## src/rtl/cdb_arbiter_if.sv

```systemverilog
// ============================================================================
// cdb_arbiter_if : result-source and CDB broadcast signal bundle
// Rev 1.0
// ============================================================================
`default_nettype none

interface cdb_arbiter_if #(
  parameter int DATA_W = 8,
  parameter int TAG_W  = 3
);
  logic              add_valid;
  logic [TAG_W-1:0]  add_tag;
  logic [DATA_W-1:0] add_data;
  logic              add_ready;

  logic              mul_valid;
  logic [TAG_W-1:0]  mul_tag;
  logic [DATA_W-1:0] mul_data;
  logic              mul_ready;

  logic              cdb_valid;
  logic [TAG_W-1:0]  cdb_tag;
  logic [DATA_W-1:0] cdb_data;
  logic              cdb_src;

  // Functional units and CDB consumers
  modport master (
    output add_valid, add_tag, add_data,
    output mul_valid, mul_tag, mul_data,
    input  add_ready, mul_ready,
    input  cdb_valid, cdb_tag, cdb_data, cdb_src
  );

  // Arbiter side
  modport slave (
    input  add_valid, add_tag, add_data,
    input  mul_valid, mul_tag, mul_data,
    output add_ready, mul_ready,
    output cdb_valid, cdb_tag, cdb_data, cdb_src
  );
endinterface

`default_nettype wire

```

## src/rtl/cdb_arbiter.sv

```systemverilog
// ============================================================================
// cdb_arbiter : round-robin CDB arbiter between ADD and MUL result FIFOs
// Optional perf counters enabled with macro CDB_PERF_CNT_EN.  Rev 1.0
// ============================================================================
`default_nettype none

module cdb_arbiter #(
  parameter int DATA_W     = 8,
  parameter int TAG_W      = 3,
  parameter int FIFO_DEPTH = 2
) (
  input  wire logic     clk,
  input  wire logic     rst,
  cdb_arbiter_if.slave  bus
`ifdef CDB_PERF_CNT_EN
  ,
  output logic [15:0]   add_bcast_cnt,
  output logic [15:0]   mul_bcast_cnt,
  output logic [15:0]   stall_cnt
`endif
);

  localparam int PTR_W = (FIFO_DEPTH > 1) ? $clog2(FIFO_DEPTH) : 1;
  localparam int CNT_W = $clog2(FIFO_DEPTH + 1);
  localparam logic SRC_ADD = 1'b0;
  localparam logic SRC_MUL = 1'b1;

  // Source index 0 = ADD, 1 = MUL throughout
  logic [1:0]        in_valid;
  logic [TAG_W-1:0]  in_tag  [2];
  logic [DATA_W-1:0] in_data [2];

  logic [TAG_W-1:0]  tag_mem  [2][FIFO_DEPTH];
  logic [DATA_W-1:0] data_mem [2][FIFO_DEPTH];
  logic [PTR_W-1:0]  wr_ptr   [2];
  logic [PTR_W-1:0]  rd_ptr   [2];
  logic [CNT_W-1:0]  count    [2];

  logic [1:0] full;
  logic [1:0] not_empty;
  logic [1:0] push;
  logic [1:0] pop;

  logic grant_valid;
  logic grant_src;
  logic last_grant;

  logic              out_valid;
  logic [TAG_W-1:0]  out_tag;
  logic [DATA_W-1:0] out_data;
  logic              out_src;

  function automatic logic [PTR_W-1:0] next_ptr(input logic [PTR_W-1:0] p);
    return (p == PTR_W'(FIFO_DEPTH - 1)) ? '0 : p + PTR_W'(1);
  endfunction

  always_comb begin
    in_valid   = {bus.mul_valid, bus.add_valid};
    in_tag[0]  = bus.add_tag;
    in_tag[1]  = bus.mul_tag;
    in_data[0] = bus.add_data;
    in_data[1] = bus.mul_data;
  end

  always_comb begin
    for (int s = 0; s < 2; s++) begin
      full[s]      = (count[s] == CNT_W'(FIFO_DEPTH));
      not_empty[s] = (count[s] != '0);
    end
  end

  // Full blocks a push even when the same FIFO pops this cycle
  assign push = in_valid & ~full;

  // Arbitration looks only at occupancy at the start of the cycle
  always_comb begin
    grant_valid = |not_empty;
    grant_src   = SRC_ADD;
    if (&not_empty) begin
      grant_src = ~last_grant;
    end else if (not_empty[1]) begin
      grant_src = SRC_MUL;
    end
    pop[0] = grant_valid && (grant_src == SRC_ADD);
    pop[1] = grant_valid && (grant_src == SRC_MUL);
  end

  always_ff @(posedge clk or posedge rst) begin
    if (rst) begin
      for (int s = 0; s < 2; s++) begin
        wr_ptr[s] <= '0;
        rd_ptr[s] <= '0;
        count[s]  <= '0;
        for (int i = 0; i < FIFO_DEPTH; i++) begin
          tag_mem[s][i]  <= '0;
          data_mem[s][i] <= '0;
        end
      end
    end else begin
      for (int s = 0; s < 2; s++) begin
        if (push[s]) begin
          tag_mem[s][wr_ptr[s]]  <= in_tag[s];
          data_mem[s][wr_ptr[s]] <= in_data[s];
          wr_ptr[s]              <= next_ptr(wr_ptr[s]);
        end
        if (pop[s]) begin
          rd_ptr[s] <= next_ptr(rd_ptr[s]);
        end
        count[s] <= count[s] + CNT_W'(push[s]) - CNT_W'(pop[s]);
      end
    end
  end

  // Broadcast register: tag/data/src hold their last value on idle cycles
  always_ff @(posedge clk or posedge rst) begin
    if (rst) begin
      out_valid  <= 1'b0;
      out_tag    <= '0;
      out_data   <= '0;
      out_src    <= 1'b0;
      last_grant <= SRC_MUL;
    end else begin
      out_valid <= grant_valid;
      if (grant_valid) begin
        out_tag    <= tag_mem[grant_src][rd_ptr[grant_src]];
        out_data   <= data_mem[grant_src][rd_ptr[grant_src]];
        out_src    <= grant_src;
        last_grant <= grant_src;
      end
    end
  end

  assign bus.add_ready = ~full[0];
  assign bus.mul_ready = ~full[1];
  assign bus.cdb_valid = out_valid;
  assign bus.cdb_tag   = out_tag;
  assign bus.cdb_data  = out_data;
  assign bus.cdb_src   = out_src;

`ifdef CDB_PERF_CNT_EN
  logic stall;
  assign stall = |(in_valid & full);

  always_ff @(posedge clk or posedge rst) begin
    if (rst) begin
      add_bcast_cnt <= '0;
      mul_bcast_cnt <= '0;
      stall_cnt     <= '0;
    end else begin
      if (pop[0] && (add_bcast_cnt != 16'hFFFF)) begin
        add_bcast_cnt <= add_bcast_cnt + 16'd1;
      end
      if (pop[1] && (mul_bcast_cnt != 16'hFFFF)) begin
        mul_bcast_cnt <= mul_bcast_cnt + 16'd1;
      end
      if (stall && (stall_cnt != 16'hFFFF)) begin
        stall_cnt <= stall_cnt + 16'd1;
      end
    end
  end
`endif

endmodule

`default_nettype wire

```

## src/flat_wrapper.sv

```systemverilog
// flat-port wrapper written by rule: the top's interface ports become plain ports
module cdb_arbiter_flat 
#(
  parameter int DATA_W     = 8,
  parameter int TAG_W      = 3,
  parameter int FIFO_DEPTH = 2
)
  (clk, rst, bus_add_valid, bus_add_tag, bus_add_data, bus_mul_valid, bus_mul_tag, bus_mul_data, bus_add_ready, bus_mul_ready, bus_cdb_valid, bus_cdb_tag, bus_cdb_data, bus_cdb_src);
  cdb_arbiter_if #(.DATA_W(DATA_W), .TAG_W(TAG_W)) bus_i ();
  input  wire logic clk;
  input  wire logic rst;
  input wire logic [$bits(bus_i.add_valid)-1:0] bus_add_valid;
  input wire logic [$bits(bus_i.add_tag)-1:0] bus_add_tag;
  input wire logic [$bits(bus_i.add_data)-1:0] bus_add_data;
  input wire logic [$bits(bus_i.mul_valid)-1:0] bus_mul_valid;
  input wire logic [$bits(bus_i.mul_tag)-1:0] bus_mul_tag;
  input wire logic [$bits(bus_i.mul_data)-1:0] bus_mul_data;
  output wire logic [$bits(bus_i.add_ready)-1:0] bus_add_ready;
  output wire logic [$bits(bus_i.mul_ready)-1:0] bus_mul_ready;
  output wire logic [$bits(bus_i.cdb_valid)-1:0] bus_cdb_valid;
  output wire logic [$bits(bus_i.cdb_tag)-1:0] bus_cdb_tag;
  output wire logic [$bits(bus_i.cdb_data)-1:0] bus_cdb_data;
  output wire logic [$bits(bus_i.cdb_src)-1:0] bus_cdb_src;
  assign bus_i.add_valid = bus_add_valid;
  assign bus_i.add_tag = bus_add_tag;
  assign bus_i.add_data = bus_add_data;
  assign bus_i.mul_valid = bus_mul_valid;
  assign bus_i.mul_tag = bus_mul_tag;
  assign bus_i.mul_data = bus_mul_data;
  assign bus_add_ready = bus_i.add_ready;
  assign bus_mul_ready = bus_i.mul_ready;
  assign bus_cdb_valid = bus_i.cdb_valid;
  assign bus_cdb_tag = bus_i.cdb_tag;
  assign bus_cdb_data = bus_i.cdb_data;
  assign bus_cdb_src = bus_i.cdb_src;
  cdb_arbiter #(.DATA_W(DATA_W), .TAG_W(TAG_W), .FIFO_DEPTH(FIFO_DEPTH)) u_core (.clk(clk), .rst(rst), .bus(bus_i));
endmodule
```

## config.mk

```make
export PLATFORM = sky130hd
export DESIGN_NAME = cdb_arbiter_flat
export DESIGN_NICKNAME = d
export VERILOG_FILES = /design/src/rtl/cdb_arbiter_if.sv /design/src/rtl/cdb_arbiter.sv /design/src/flat_wrapper.sv
export SDC_FILE = /design/constraint.sdc
export NUM_CORES = 1
export LEC_CHECK = 0
export ABC_AREA = 1
export CAP_MARGIN = 20
export CORE_UTILIZATION = 35
export CTS_BUF_LIST = sky130_fd_sc_hd__clkbuf_2 sky130_fd_sc_hd__clkbuf_4 sky130_fd_sc_hd__clkbuf_8
export DETAILED_ROUTE_END_ITERATION = 7
export PLACE_DENSITY = 0.52
export SLEW_MARGIN = 40
export SYNTH_ARGS = -nofsm -noshare
export SYNTH_HDL_FRONTEND = slang
export SYNTH_SLANG_ARGS = --single-unit
```

## constraint.sdc

```tcl
create_clock -name clk -period 4.1 [get_ports clk]
set_input_delay 1.23 -clock clk [delete_from_list [all_inputs] [get_ports clk]]
set_output_delay 1.23 -clock clk [all_outputs]
set_load 0.01 [all_outputs]
```

**Yosys cells after proc, flatten, opt, wreduce, memory -nomap -nowiden**

Index checks and enable logic that the tools add are counted.

- Memory bits (writable): 0
- Output and inout bits: 15
- Input bits: 26
- Latch bits: 0
- Bits in read-only memories: 0
- Logic and storage cells: 86
- Memories kept: 0
- Register bits: 66

- Shift operators: 0
- $mul: 0
- Bitwise operators: 10
- Reduce and logical (&&, ||, !) cells: 8
- Divide/modulo/power cells: 0
- Add/sub/neg operators: 8
- Muxes and demuxes: 33
- $lt $le $gt $ge: 6
- Equality and inequality tests: 2

Operators with widths:

| kind | count |
|---|---|
| $mux 16 | 3 |
| $mux 8 | 5 |
| $bwmux 16 | 2 |
| $mux 6 | 3 |
| $demux 8 s1 | 2 |
| $mux 3 | 5 |
| $bwmux 6 | 2 |
| $mux 1 | 9 |
| $ge 2x2->1 const B | 4 |
| $not 1->2 | 4 |
| $demux 3 s1 | 2 |
| $add 1x1->1 const B | 4 |
| $add 2x1->2 | 2 |
| $eq 2x2->1 const B | 2 |
| $logic_and 1x1->1 | 4 |
| $lt 2x1->1 const B | 2 |
| $not 1->1 | 4 |
| $reduce_bool 2->1 | 2 |
| $sub 2x1->2 | 2 |
| $and 2x2->2 | 1 |
| $not 2->2 | 1 |
| $reduce_and 2->1 | 1 |
| $reduce_or 2->1 | 1 |

**Depth between registers and ports, before layout**

Gate-level depths: netlist of run 1.

- Depth after elaboration: 11
- Mapped depth: 10

**Least setup slack after synthesis of run 1**

No wires, ideal clock.

- Path kind: input to register
- Start point: in bus_mul_valid
- End point: reg u_core.data_mem[10] (netlist name)
- Library setup time: 126 ps
- Data arrival time: 1852 ps
- Stages on the path: 6
- Slack: 2122 ps
- Cells stage by stage: nand2_1 -> or2_1 -> buf_2 -> buf_6 -> nand2_1 -> o21ai_0

- Cells in the longest elaborated chain, start to end: 1

RTL lines:

| what | line | RTL |
|---|---|---|
| start, declared | flat_wrapper.sv:15 | `input wire logic [$bits(bus_i.mul_valid)-1:0] bus_mul_valid;` |
| $and 2x2->2 | cdb_arbiter.sv:73 | `assign push = in_valid & ~full;` |
| end signal, assigned by index | cdb_arbiter.sv:103 | `data_mem[s][wr_ptr[s]] <= in_data[s];` |
| end, declared | cdb_arbiter.sv:34 | `logic [DATA_W-1:0] data_mem [2][FIFO_DEPTH];` |

Every way passes these cells.
A chain may end at the register's enable or synchronous reset.

**Final worst setup path of run 1**

- Start point: reg u_core.count[3] (netlist name)
- End point: out bus_add_ready

- Cells in the longest elaborated chain, start to end: 2

RTL lines:

| what | line | RTL |
|---|---|---|
| start, declared | cdb_arbiter.sv:37 | `logic [CNT_W-1:0] count [2];` |
| start signal, assigned by index | cdb_arbiter.sv:109 | `count[s] <= count[s] + CNT_W'(push[s]) - CNT_W'(pop[s]);` |
| $eq 2x2->1 | cdb_arbiter.sv:67 | `full[s] = (count[s] == CNT_W'(FIFO_DEPTH));` |
| $not 1->1 | cdb_arbiter.sv:133 | `assign bus.add_ready = ~full[0];` |
| end, declared | flat_wrapper.sv:18 | `output wire logic [$bits(bus_i.add_ready)-1:0] bus_add_ready;` |

Every way passes these cells.

==> flow_results.xml, run 1 <==
<?xml version="1.0" encoding="UTF-8"?>
<metrics>
  <group name="floorplanning">
    <metric name="die-area" unit="um2">9490</metric>
    <metric name="core-area" unit="um2">8760</metric>
    <metric name="horizontal_die_dimension" unit="um">97.4</metric>
    <metric name="placement_rows" unit="">34</metric>
    <metric name="die-height" unit="um">97.4</metric>
    <metric name="floorplan.initialDensity" unit="%">36.4</metric>
    <metric name="io_pins" unit="">41</metric>
  </group>
  <group name="timing">
    <metric name="hold_viol_final" unit="">0</metric>
    <metric name="clock.fmax" unit="GHz">0.375</metric>
    <metric name="timing.setup.tns" unit="ns">0</metric>
    <metric name="setup_viol" unit="">0</metric>
    <metric name="final_period_minus_worst_setup_slack" unit="ns">2.67</metric>
    <metric name="final_max_slew_viol_count" unit="">0</metric>
    <metric name="final_min_period_over_clock_period" unit="%">65.1</metric>
    <metric name="worst_slew_pin_slew" unit="ns">0.730</metric>
    <metric name="fin_worst_skew" unit="ns">0.0108</metric>
    <metric name="timing.max_slew.rel_slack" unit="%">51.3</metric>
    <metric name="rsz0062_at_grt" unit="">false</metric>
  </group>
  <group name="synthesis">
    <metric name="synthDominantCellAreaShare" unit="%">51.0</metric>
    <metric name="synth_seq_area_share" unit="%">51.9</metric>
    <metric name="synth.lib_cells_used.distinct" unit="">23</metric>
    <metric name="synth_area_leaders" unit="">sky130_fd_sc_hd__dfrtp_1 51%, sky130_fd_sc_hd__nand2_1 17%, sky130_fd_sc_hd__inv_1 6.2%</metric>
    <metric name="mean_syn_cell_area" unit="um2">8.23</metric>
    <metric name="yosysWarningCount" unit="">0</metric>
    <metric name="ys_ff_latch" unit="">66</metric>
    <metric name="synth.cell_area" unit="um2">3190</metric>
    <metric name="yosys.area.top_type" unit="">sky130_fd_sc_hd__dfrtp_1</metric>
    <metric name="synthesis.instances" unit="">387</metric>
    <metric name="synth_nets" unit="">417</metric>
  </group>
  <group name="global_route">
    <metric name="grt_first_pass_wirelength" unit="um">11400</metric>
    <metric name="globalRouteMet2Util" unit="%">26.0</metric>
    <metric name="pin_count_of_the_biggest_net_entering_global_routing" unit="">36</metric>
    <metric name="grt_antenna_before_repair" unit="">0</metric>
    <metric name="total_congestion_overflow" unit="">0</metric>
    <metric name="globalRouteTotalUtil" unit="%">15.4</metric>
    <metric name="met1_usage" unit="%">19.4</metric>
    <metric name="met3_capacity_usage_during_global_routing" unit="%">4.75</metric>
    <metric name="grt.busiest_layer" unit="">met2</metric>
    <metric name="grt_pass1_vias" unit="">2363</metric>
  </group>
  <group name="setup_path">
    <metric name="crit_path_start_kind" unit="">register</metric>
    <metric name="timing.critical_path.to_type" unit="">output port</metric>
    <metric name="worst-endpoint-required" unit="ns">2.87</metric>
    <metric name="path_max_fanout" unit="">4</metric>
    <metric name="critPathArrivalTime" unit="ns">1.44</metric>
    <metric name="reg2reg_setup_slack" unit="ns">1.60</metric>
    <metric name="crit_type" unit="">register to output port</metric>
  </group>
  <group name="power_and_ir_drop">
    <metric name="worst_supply_voltage_drop_on_vdd" unit="mV">0.271</metric>
    <metric name="p_per_area" unit="nW/um2">871</metric>
    <metric name="leakage" unit="nW">1.98</metric>
  </group>
  <group name="worst_hold_path">
    <metric name="hold_path.class" unit="">register to register</metric>
  </group>
  <group name="cts">
    <metric name="clkLatencyLatePin" unit="ns">0.34</metric>
    <metric name="clkSinkCount" unit="">66</metric>
    <metric name="cts.hold.buffers_added" unit="">0</metric>
    <metric name="cts_tree" unit="">done</metric>
    <metric name="postCtsSetupBuffers" unit="">0</metric>
    <metric name="tritoncts.num_buffers" unit="">9</metric>
    <metric name="cts_max_level" unit="">3</metric>
    <metric name="clock_path_buffers" unit="">2</metric>
    <metric name="post_cts_resize_count" unit="">0</metric>
    <metric name="clk_transition_reported_paths" unit="ns">0.07</metric>
    <metric name="cts-root-buf" unit="">sky130_fd_sc_hd__clkbuf_8</metric>
  </group>
  <group name="layout">
    <metric name="layout-drive-gt1-share" unit="%">9.43</metric>
    <metric name="area.growth.synth_to_final" unit="%">19.1</metric>
    <metric name="antenna-diode-count" unit="">0</metric>
    <metric name="fin_util" unit="%">43.3</metric>
    <metric name="filler_cell_count" unit="">924</metric>
    <metric name="design.final.nets" unit="">449</metric>
  </group>
  <group name="placed_design">
    <metric name="routabilityCongestion" unit="">0.780</metric>
    <metric name="port_buffers" unit="">40</metric>
    <metric name="post-dp-hpwl" unit="um">4660</metric>
  </group>
  <group name="route">
    <metric name="routed-via-count" unit="">2400</metric>
    <metric name="drt_pre_antenna_iters" unit="">4</metric>
    <metric name="routed_wirelength" unit="um">6760</metric>
    <metric name="vias_per_cell" unit="">4.51</metric>
    <metric name="drt_drc_violations_left" unit="">0</metric>
    <metric name="drtIter0Drc" unit="">82</metric>
    <metric name="antenna_violating_nets_post_route" unit="">0</metric>
    <metric name="avgRoutedWirePerCell" unit="um">12.7</metric>
  </group>
  <group name="run_status">
    <metric name="run_status" unit="">finished clean</metric>
  </group>
  <group name="job">
    <metric name="max_cap_violations" unit="">0</metric>
  </group>
</metrics>
-- flip-flops by register name, indices dropped and copies added (netlist names) --
signal	count
u_core.bus.cdb_data	8
u_core.bus.cdb_src	1
u_core.bus.cdb_tag	3
u_core.bus.cdb_valid	1
u_core.count	4
u_core.data_mem	32
u_core.last_grant	1
u_core.rd_ptr	2
u_core.tag_mem	12
u_core.wr_ptr	2
-- layout by cell type (no fill, tap or decap), drive strengths merged --
cell type      Yosys  layout
nand3b            12      12
buf               18       1
dfstp              1       1
o21ai             45      45
xnor2              4       4
bufinv             0       1
clkbuf             2      13
dfrtp             65      65
nand3             22      22
or2                2       2
inv               56      56
nand2            152     152
clkdlybuf4s50      0      40
xor2               1       1
nor2               3       3
clkinv             0       2
ha                 4       4
-- report_power, final --
part	total (mW)	switching [mW]	internal, mW
Sequential	1.17	0.182	0.990
Clock	0.538	0.231	0.306
Combinational	1.60	0.969	0.628
Total	3.31	1.38	1.93
-- through the flow --
stage	worst slack, ns	hold slack [ns]	power (mW)	cell area, um2	cells
4_1_cts	1.42	0.474	3.35	3800	532
6_report	1.43	0.476	3.31	3800	532
3_3_place_gp	1.29	0.445	2.76	3600	516
2_1_floorplan	1.22	0.433	2.40	3190	387
3_5_place_dp	1.38	0.459	2.80	3600	516
5_1_grt	1.37	0.491	3.65	3800	532
-- kinds of logic after synthesis --
kind of cell / synth area share (%)
fa+ha+maj: 1.57
flops: 51.9
xor+xnor: 1.37
buf+inv: 11.0
compound gates: 8.72
simple gates: 25.5
-- worst paths after layout --
kind | end | from | cells after the start
setup / recovery | bus_add_ready | u_core.count[3] | 2
hold / removal | u_core.rd_ptr[0] | u_core.rd_ptr[0] | 2
setup reg to reg | u_core.count[3] | u_core.count[1] | 8
hold reg to reg | u_core.rd_ptr[0] | u_core.rd_ptr[0] | 2
max in group asynchronous | u_core.data_mem[6] | rst | 3
min in group asynchronous | u_core.count[0] | rst | 2
-- metal layers --
layer | part of all wire, % | vias up | wire length (um)
met5 | 0 | - | 0
met4 | 0.53 | 0 | 36
met3 | 3.6 | 4 | 245
met2 | 50 | 40 | 3350
met1 | 46 | 1111 | 3130
li1 | - | 1245 | -
-- synth_stat cells --
library cell and n:
sky130_fd_sc_hd__inv_1 53, sky130_fd_sc_hd__o21ai_1 3, sky130_fd_sc_hd__o21ai_0 30, sky130_fd_sc_hd__buf_8 1, sky130_fd_sc_hd__nand2_4 1, sky130_fd_sc_hd__nand3_1 22, sky130_fd_sc_hd__xor2_1 1, sky130_fd_sc_hd__o21ai_2 11
sky130_fd_sc_hd__clkbuf_1 2, sky130_fd_sc_hd__buf_4 3, sky130_fd_sc_hd__o21ai_4 1, sky130_fd_sc_hd__buf_6 4, sky130_fd_sc_hd__nand2_1 147, sky130_fd_sc_hd__nand3b_1 12, sky130_fd_sc_hd__or2_1 2, sky130_fd_sc_hd__dfrtp_1 65
sky130_fd_sc_hd__dfstp_2 1, sky130_fd_sc_hd__ha_1 4, sky130_fd_sc_hd__buf_2 10, sky130_fd_sc_hd__inv_2 3, sky130_fd_sc_hd__nand2_2 4, sky130_fd_sc_hd__xnor2_1 4, sky130_fd_sc_hd__nor2_1 3
-- area by class of cell --
cell class	instances	area, um2	area share [%]
clock buffers	13	154	4.05
clock inverters	3	40.0	1.05
inverters	56	210	5.54
multi-input cells	245	1180	31.2
flip-flops and latches	66	1650	43.5
well taps	108	135	3.56
repair buffers	41	420	11.1
-- critical path: stages, from the launching register on --
cell                              delay (ns)
sky130_fd_sc_hd__dfrtp_1                0.45
sky130_fd_sc_hd__nand2_2                0.11
sky130_fd_sc_hd__clkdlybuf4s50_1        0.53
No activity file was read; power rests on OpenSTA's default activity.
==> inputs of run 2 (changes only) <==
clock period = 2.59 ns   (was 4.1 ns; I/O delays follow)
==> flow_results.xml, run 2 (synthesized netlist as in run 1, its figures left out) <==
<?xml version="1.0" encoding="UTF-8"?>
<metrics>
  <group name="run_status">
    <metric name="run_status" unit="">finished clean</metric>
  </group>
  <group name="setup_path">
    <metric name="critPathArrivalTime" unit="ns">1.44</metric>
    <metric name="crit_path_start_kind" unit="">register</metric>
    <metric name="timing.critical_path.to_type" unit="">output port</metric>
    <metric name="worst-r2r-cell-count" unit="">9</metric>
    <metric name="timing.critical_path.from" unit="">u_core.count[3]</metric>
    <metric name="worst-endpoint-required" unit="ns">1.81</metric>
    <metric name="crit_type" unit="">register to output port</metric>
    <metric name="worst_r2r_endpoint" unit="">u_core.count[3]</metric>
    <metric name="path_max_fanout" unit="">4</metric>
    <metric name="reg2reg_setup_slack" unit="ns">0.62</metric>
    <metric name="startpoint_of_the_worst_slack_reg_to_reg_timing_path" unit="">u_core.count[1]</metric>
  </group>
  <group name="cts">
    <metric name="clkLatencyLatePin" unit="ns">0.35</metric>
    <metric name="clock_path_buffers" unit="">2</metric>
    <metric name="cts.hold.buffers_added" unit="">0</metric>
    <metric name="post_cts_resize_count" unit="">0</metric>
    <metric name="cts_max_level" unit="">3</metric>
    <metric name="tritoncts.num_buffers" unit="">9</metric>
    <metric name="cts-root-buf" unit="">sky130_fd_sc_hd__clkbuf_8</metric>
    <metric name="postCtsSetupBuffers" unit="">0</metric>
    <metric name="clk_transition_reported_paths" unit="ns">0.07</metric>
    <metric name="clkSinkCount" unit="">66</metric>
    <metric name="cts_tree" unit="">done</metric>
  </group>
  <group name="route">
    <metric name="routed-via-count" unit="">2410</metric>
    <metric name="routed_wirelength" unit="um">6780</metric>
    <metric name="drtIter0Drc" unit="">100</metric>
    <metric name="highest_layer" unit="">met4</metric>
    <metric name="vias_per_cell" unit="">4.47</metric>
    <metric name="avgRoutedWirePerCell" unit="um">12.6</metric>
    <metric name="met2WireLength" unit="um">3310</metric>
    <metric name="drt_pre_antenna_iters" unit="">4</metric>
    <metric name="antenna_violating_nets_post_route" unit="">0</metric>
    <metric name="drt_drc_violations_left" unit="">0</metric>
    <metric name="m1WireLength" unit="um">3080</metric>
    <metric name="met3WireLength" unit="um">300</metric>
  </group>
  <group name="global_route">
    <metric name="total_congestion_overflow" unit="">0</metric>
    <metric name="grt_first_pass_wirelength" unit="um">11600</metric>
    <metric name="grt_antenna_before_repair" unit="">0</metric>
    <metric name="globalRouteTotalUtil" unit="%">15.7</metric>
    <metric name="grt_pass1_vias" unit="">2400</metric>
    <metric name="pin_count_of_the_biggest_net_entering_global_routing" unit="">67</metric>
  </group>
  <group name="job">
    <metric name="max_cap_violations" unit="">0</metric>
  </group>
  <group name="layout">
    <metric name="largest_reg_flops" unit="">32</metric>
    <metric name="commonest_non_fill_non_tap_cell_in_the_layout" unit="">sky130_fd_sc_hd__nand2_1</metric>
    <metric name="layout-drive-gt1-share" unit="%">10.7</metric>
    <metric name="design.final.nets" unit="">456</metric>
    <metric name="area.growth.synth_to_final" unit="%">21.8</metric>
    <metric name="registers.top_by_ff_count" unit="">u_core.data_mem</metric>
    <metric name="antenna-diode-count" unit="">0</metric>
    <metric name="filler_cell_count" unit="">937</metric>
    <metric name="most-common-layout-cells" unit="">147 x sky130_fd_sc_hd__nand2_1, 65 x sky130_fd_sc_hd__dfrtp_1, 52 x sky130_fd_sc_hd__inv_1</metric>
  </group>
  <group name="placed_design">
    <metric name="port_buffers" unit="">40</metric>
    <metric name="routabilityCongestion" unit="">0.774</metric>
    <metric name="post-dp-hpwl" unit="um">4590</metric>
  </group>
  <group name="timing">
    <metric name="setup_viol" unit="">0</metric>
    <metric name="rsz0062_at_grt" unit="">false</metric>
    <metric name="fin_worst_skew" unit="ns">0.00743</metric>
    <metric name="worst_slew_pin_slew" unit="ns">0.636</metric>
    <metric name="timing.setup.tns" unit="ns">0</metric>
    <metric name="final_max_slew_viol_count" unit="">0</metric>
    <metric name="final_min_period_over_clock_period" unit="%">85.6</metric>
    <metric name="timing.max_slew.rel_slack" unit="%">57.6</metric>
    <metric name="clock.fmax" unit="GHz">0.451</metric>
    <metric name="hold_viol_final" unit="">0</metric>
    <metric name="final_period_minus_worst_setup_slack" unit="ns">2.22</metric>
  </group>
  <group name="worst_hold_path">
    <metric name="whs_endpoint" unit="">u_core.rd_ptr[1]</metric>
    <metric name="min_path_cells" unit="">1</metric>
    <metric name="min-delay-start" unit="">u_core.rd_ptr[1]</metric>
    <metric name="hold_path.class" unit="">register to register</metric>
  </group>
  <group name="power_and_ir_drop">
    <metric name="leakage" unit="nW">2.02</metric>
    <metric name="p_per_area" unit="nW/um2">1400</metric>
    <metric name="worst_supply_voltage_drop_on_vdd" unit="mV">0.514</metric>
    <metric name="total_power_after_layout" unit="mW">5.42</metric>
  </group>
  <group name="floorplanning">
    <metric name="placement_rows" unit="">34</metric>
    <metric name="die-area" unit="um2">9490</metric>
    <metric name="io_pins" unit="">41</metric>
    <metric name="floorplan.initialDensity" unit="%">36.4</metric>
    <metric name="core-area" unit="um2">8760</metric>
    <metric name="die-height" unit="um">97.4</metric>
    <metric name="horizontal_die_dimension" unit="um">97.4</metric>
  </group>
</metrics>
-- run 2: layer usage --
| layer | global-route usage [%] | up-vias |
|---|---|---|
| met2 | 26.5 | 42 |
| met3 | 2.88 | 11 |
| met4 | 6.79 | 0 |
| met1 | 19.6 | 1099 |
| met5 | 0 | - |
| li1 | - | 1258 |
-- run 2: how the worst max path moves through the flow --
stage	to	slack (ns)	cells after the start
2_1_floorplan	u_core.bus.cdb_data[0]	0.16	1
3_3_place_gp	u_core.tag_mem[4]	0.47	5
3_5_place_dp	u_core.tag_mem[4]	0.44	5
4_1_cts	bus_add_ready	0.35	2
5_1_grt	bus_add_ready	0.31	2
6_report	bus_add_ready	0.37	2
-- run 2: report_power, final --
part / switching [mW] / internal, mW / total (mW)
Combinational: 1.52 / 1.05 / 2.57
Clock: 0.380 / 0.613 / 0.992
Sequential: 0.292 / 1.57 / 1.86
-- run 2: final cells by class --
cell class | count | area, um2 | area share, %
tap | 108 | 135 | 3.48
multi-input combinational | 245 | 1180 | 30.5
clock inverter | 2 | 60.1 | 1.55
inverter | 56 | 210 | 5.41
sequential | 66 | 1650 | 42.6
clock buffer | 14 | 168 | 4.32
timing repair buffer | 48 | 473 | 12.2
-- run 2: metrics by stage --
stage                     instance area, um2  hold slack, ns  instances  setup slack, ns  util, %
after floorplan                         3190           0.433        387            0.160        -
after global placement                  3650           0.444        523            0.470     41.7
after detailed placement                3650           0.459        523            0.442     41.7
after CTS                               3880           0.472        539            0.352     44.3
after global routing                    3880           0.491        539            0.312     44.3
final                                   3880           0.471        539            0.373     44.3
-- run 2: worst max-delay path, cell delays in order (launching register included) --
cell	delay [ns]
sky130_fd_sc_hd__dfrtp_1	0.45
sky130_fd_sc_hd__nand2_2	0.11
sky130_fd_sc_hd__clkdlybuf4s50_1	0.53
==> inputs of run 3 (changes only) <==
CTS_CLUSTER_DIAMETER = 30   (was default)
PLACE_DENSITY = default   (was 0.52)
PLACE_DENSITY_LB_ADDON = 0.05   (was default)
REMOVE_ABC_BUFFERS = 1   (was default)
==> flow_results.xml, run 3 (synthesized netlist as in run 1, its figures left out) <==
<?xml version="1.0" encoding="UTF-8"?>
<metrics>
  <group name="floorplanning">
    <metric name="io_pins" unit="">41</metric>
    <metric name="core-area" unit="um2">8760</metric>
    <metric name="die-height" unit="um">97.4</metric>
    <metric name="horizontal_die_dimension" unit="um">97.4</metric>
    <metric name="placement_rows" unit="">34</metric>
    <metric name="die-area" unit="um2">9490</metric>
    <metric name="floorplan.initialDensity" unit="%">36.4</metric>
  </group>
  <group name="power_and_ir_drop">
    <metric name="sw_frac_of_total" unit="%">40.8</metric>
    <metric name="power_report.internal_total" unit="mW">3.20</metric>
    <metric name="worst_supply_voltage_drop_on_vdd" unit="mV">0.462</metric>
    <metric name="netSwitchingPower" unit="mW">2.20</metric>
    <metric name="p_per_area" unit="nW/um2">1380</metric>
    <metric name="share_seq_of_total_power" unit="%">34.3</metric>
    <metric name="leakage" unit="nW">2.02</metric>
    <metric name="clkPwrFrac" unit="%">18.1</metric>
    <metric name="p_comb_share" unit="%">47.7</metric>
  </group>
  <group name="job">
    <metric name="max_cap_violations" unit="">0</metric>
  </group>
  <group name="layout">
    <metric name="layout-drive-gt1-share" unit="%">10.9</metric>
    <metric name="area.growth.synth_to_final" unit="%">22.3</metric>
    <metric name="antenna-diode-count" unit="">0</metric>
    <metric name="registers.top_by_ff_count" unit="">u_core.data_mem</metric>
    <metric name="commonest_non_fill_non_tap_cell_in_the_layout" unit="">sky130_fd_sc_hd__nand2_1</metric>
    <metric name="design.final.nets" unit="">457</metric>
    <metric name="most-common-layout-cells" unit="">147 x sky130_fd_sc_hd__nand2_1, 65 x sky130_fd_sc_hd__dfrtp_1, 52 x sky130_fd_sc_hd__inv_1</metric>
    <metric name="fin_util" unit="%">44.5</metric>
    <metric name="largest_reg_flops" unit="">32</metric>
  </group>
  <group name="cts">
    <metric name="cts_tree" unit="">done</metric>
    <metric name="tritoncts.num_buffers" unit="">9</metric>
    <metric name="clk_transition_reported_paths" unit="ns">0.07</metric>
    <metric name="cts-root-buf" unit="">sky130_fd_sc_hd__clkbuf_8</metric>
    <metric name="clock_path_buffers" unit="">2</metric>
    <metric name="cts.hold.buffers_added" unit="">0</metric>
    <metric name="post_cts_resize_count" unit="">0</metric>
    <metric name="clkLatencyLatePin" unit="ns">0.34</metric>
    <metric name="clkSinkCount" unit="">66</metric>
    <metric name="postCtsSetupBuffers" unit="">0</metric>
    <metric name="cts_max_level" unit="">3</metric>
  </group>
  <group name="placed_design">
    <metric name="post-dp-hpwl" unit="um">4460</metric>
    <metric name="preCtsSetupSlack" unit="ns">0.367</metric>
    <metric name="routabilityCongestion" unit="">0.730</metric>
    <metric name="port_buffers" unit="">40</metric>
  </group>
  <group name="route">
    <metric name="avgRoutedWirePerCell" unit="um">12.8</metric>
    <metric name="drt_pre_antenna_iters" unit="">4</metric>
    <metric name="drt_drc_violations_left" unit="">0</metric>
    <metric name="met2WireLength" unit="um">3010</metric>
    <metric name="highest_layer" unit="">met4</metric>
    <metric name="vias_per_cell" unit="">4.54</metric>
    <metric name="drtIter0Drc" unit="">60</metric>
    <metric name="routed_wirelength" unit="um">6930</metric>
    <metric name="antenna_violating_nets_post_route" unit="">0</metric>
    <metric name="routed-via-count" unit="">2452</metric>
    <metric name="m1WireLength" unit="um">3530</metric>
    <metric name="met3WireLength" unit="um">237</metric>
  </group>
  <group name="setup_path">
    <metric name="crit_type" unit="">register to output port</metric>
    <metric name="worst-endpoint-required" unit="ns">1.81</metric>
    <metric name="reg2reg_setup_slack" unit="ns">0.69</metric>
    <metric name="critPathArrivalTime" unit="ns">1.43</metric>
    <metric name="worst-r2r-cell-count" unit="">9</metric>
    <metric name="crit_path_start_kind" unit="">register</metric>
    <metric name="timing.critical_path.to_type" unit="">output port</metric>
    <metric name="worst_r2r_endpoint" unit="">u_core.count[3]</metric>
    <metric name="timing.critical_path.from" unit="">u_core.count[3]</metric>
    <metric name="crit_end" unit="">bus_add_ready</metric>
    <metric name="path_max_fanout" unit="">4</metric>
    <metric name="startpoint_of_the_worst_slack_reg_to_reg_timing_path" unit="">u_core.count[1]</metric>
  </group>
  <group name="global_route">
    <metric name="grt_antenna_before_repair" unit="">0</metric>
    <metric name="grt_pass1_vias" unit="">2385</metric>
    <metric name="pin_count_of_the_biggest_net_entering_global_routing" unit="">45</metric>
    <metric name="total_congestion_overflow" unit="">0</metric>
    <metric name="globalRouteTotalUtil" unit="%">16.3</metric>
    <metric name="grt_first_pass_wirelength" unit="um">12000</metric>
  </group>
  <group name="timing">
    <metric name="timing.setup.tns" unit="ns">0</metric>
    <metric name="rsz0062_at_grt" unit="">false</metric>
    <metric name="final_min_period_over_clock_period" unit="%">85.4</metric>
    <metric name="final_period_minus_worst_setup_slack" unit="ns">2.21</metric>
    <metric name="timing.final.ws_setup" unit="ns">0.379</metric>
    <metric name="final_max_slew_viol_count" unit="">0</metric>
    <metric name="clock.fmax" unit="GHz">0.452</metric>
    <metric name="hold_viol_final" unit="">0</metric>
    <metric name="worst_slew_pin_slew" unit="ns">0.730</metric>
    <metric name="setup_viol" unit="">0</metric>
    <metric name="timing.max_slew.rel_slack" unit="%">51.3</metric>
    <metric name="fin_worst_skew" unit="ns">0.00889</metric>
  </group>
  <group name="worst_hold_path">
    <metric name="hold_path.class" unit="">register to register</metric>
    <metric name="min_path_cells" unit="">2</metric>
  </group>
  <group name="run_status">
    <metric name="run_status" unit="">finished clean</metric>
  </group>
</metrics>
[run 3: cell count changes in the layout (fill, tap and decap cells not counted)]
cell / delta
sky130_fd_sc_hd__clkbuf_4: -3
sky130_fd_sc_hd__clkinv_2: +2
sky130_fd_sc_hd__buf_12: +1
sky130_fd_sc_hd__clkinvlp_4: +1
[run 3: metal layers]
layer  vias to the layer above  track usage [%]
met1                      1138             23.0
met2                        41             24.2
li1                       1259                -
met4                         0             7.58
met5                         -                0
met3                        14             3.02
[run 3: critical path, cell delays in order, from the launching register on]
cell                              delay (ns)
sky130_fd_sc_hd__dfrtp_1                0.46
sky130_fd_sc_hd__nand2_2                0.11
sky130_fd_sc_hd__clkdlybuf4s50_1        0.53
[run 3: layout make-up]
class / count / area (um2)
Clock buffer: 11 / 145
Clock inverter: 5 / 77.6
Fill cell: 921 / 4870
Sequential cell: 66 / 1650
Inverter: 56 / 210
Multi-Input combinational cell: 245 / 1180
Tap cell: 108 / 135
Timing Repair Buffer: 49 / 493
[run 3: through the flow]
stage | area [um2] | total power [mW] | cells | hold slack [ns]
2_1_floorplan | 3050 | 3.59 | 367 | 0.433
3_3_place_gp | 3670 | 4.43 | 524 | 0.447
3_5_place_dp | 3670 | 4.49 | 524 | 0.451
4_1_cts | 3900 | 5.47 | 540 | 0.467
5_1_grt | 3900 | 5.99 | 540 | 0.487
6_report | 3900 | 5.40 | 540 | 0.464
[run 3: how the worst min path moves through the flow]
stage	to	slack, ns	start
finish	u_core.rd_ptr[0]	0.46	u_core.rd_ptr[0]
global route	u_core.rd_ptr[1]	0.49	u_core.rd_ptr[1]
CTS	u_core.rd_ptr[0]	0.47	u_core.rd_ptr[0]
detailed placement	u_core.rd_ptr[0]	0.45	u_core.rd_ptr[0]
global placement	u_core.rd_ptr[0]	0.45	u_core.rd_ptr[0]
floorplan	u_core.rd_ptr[0]	0.43	u_core.rd_ptr[0]
[run 3: power by group through the flow]
stage                     Sequential, mW  Combinational [mW]  Clock [mW]
after CTS                           1.85                2.63       0.997
after global routing                1.92                3.01        1.06
after floorplan                     1.85                1.74           0
final                               1.85                2.57       0.974
after global placement              1.85                2.57           0
after detailed placement            1.86                2.63           0
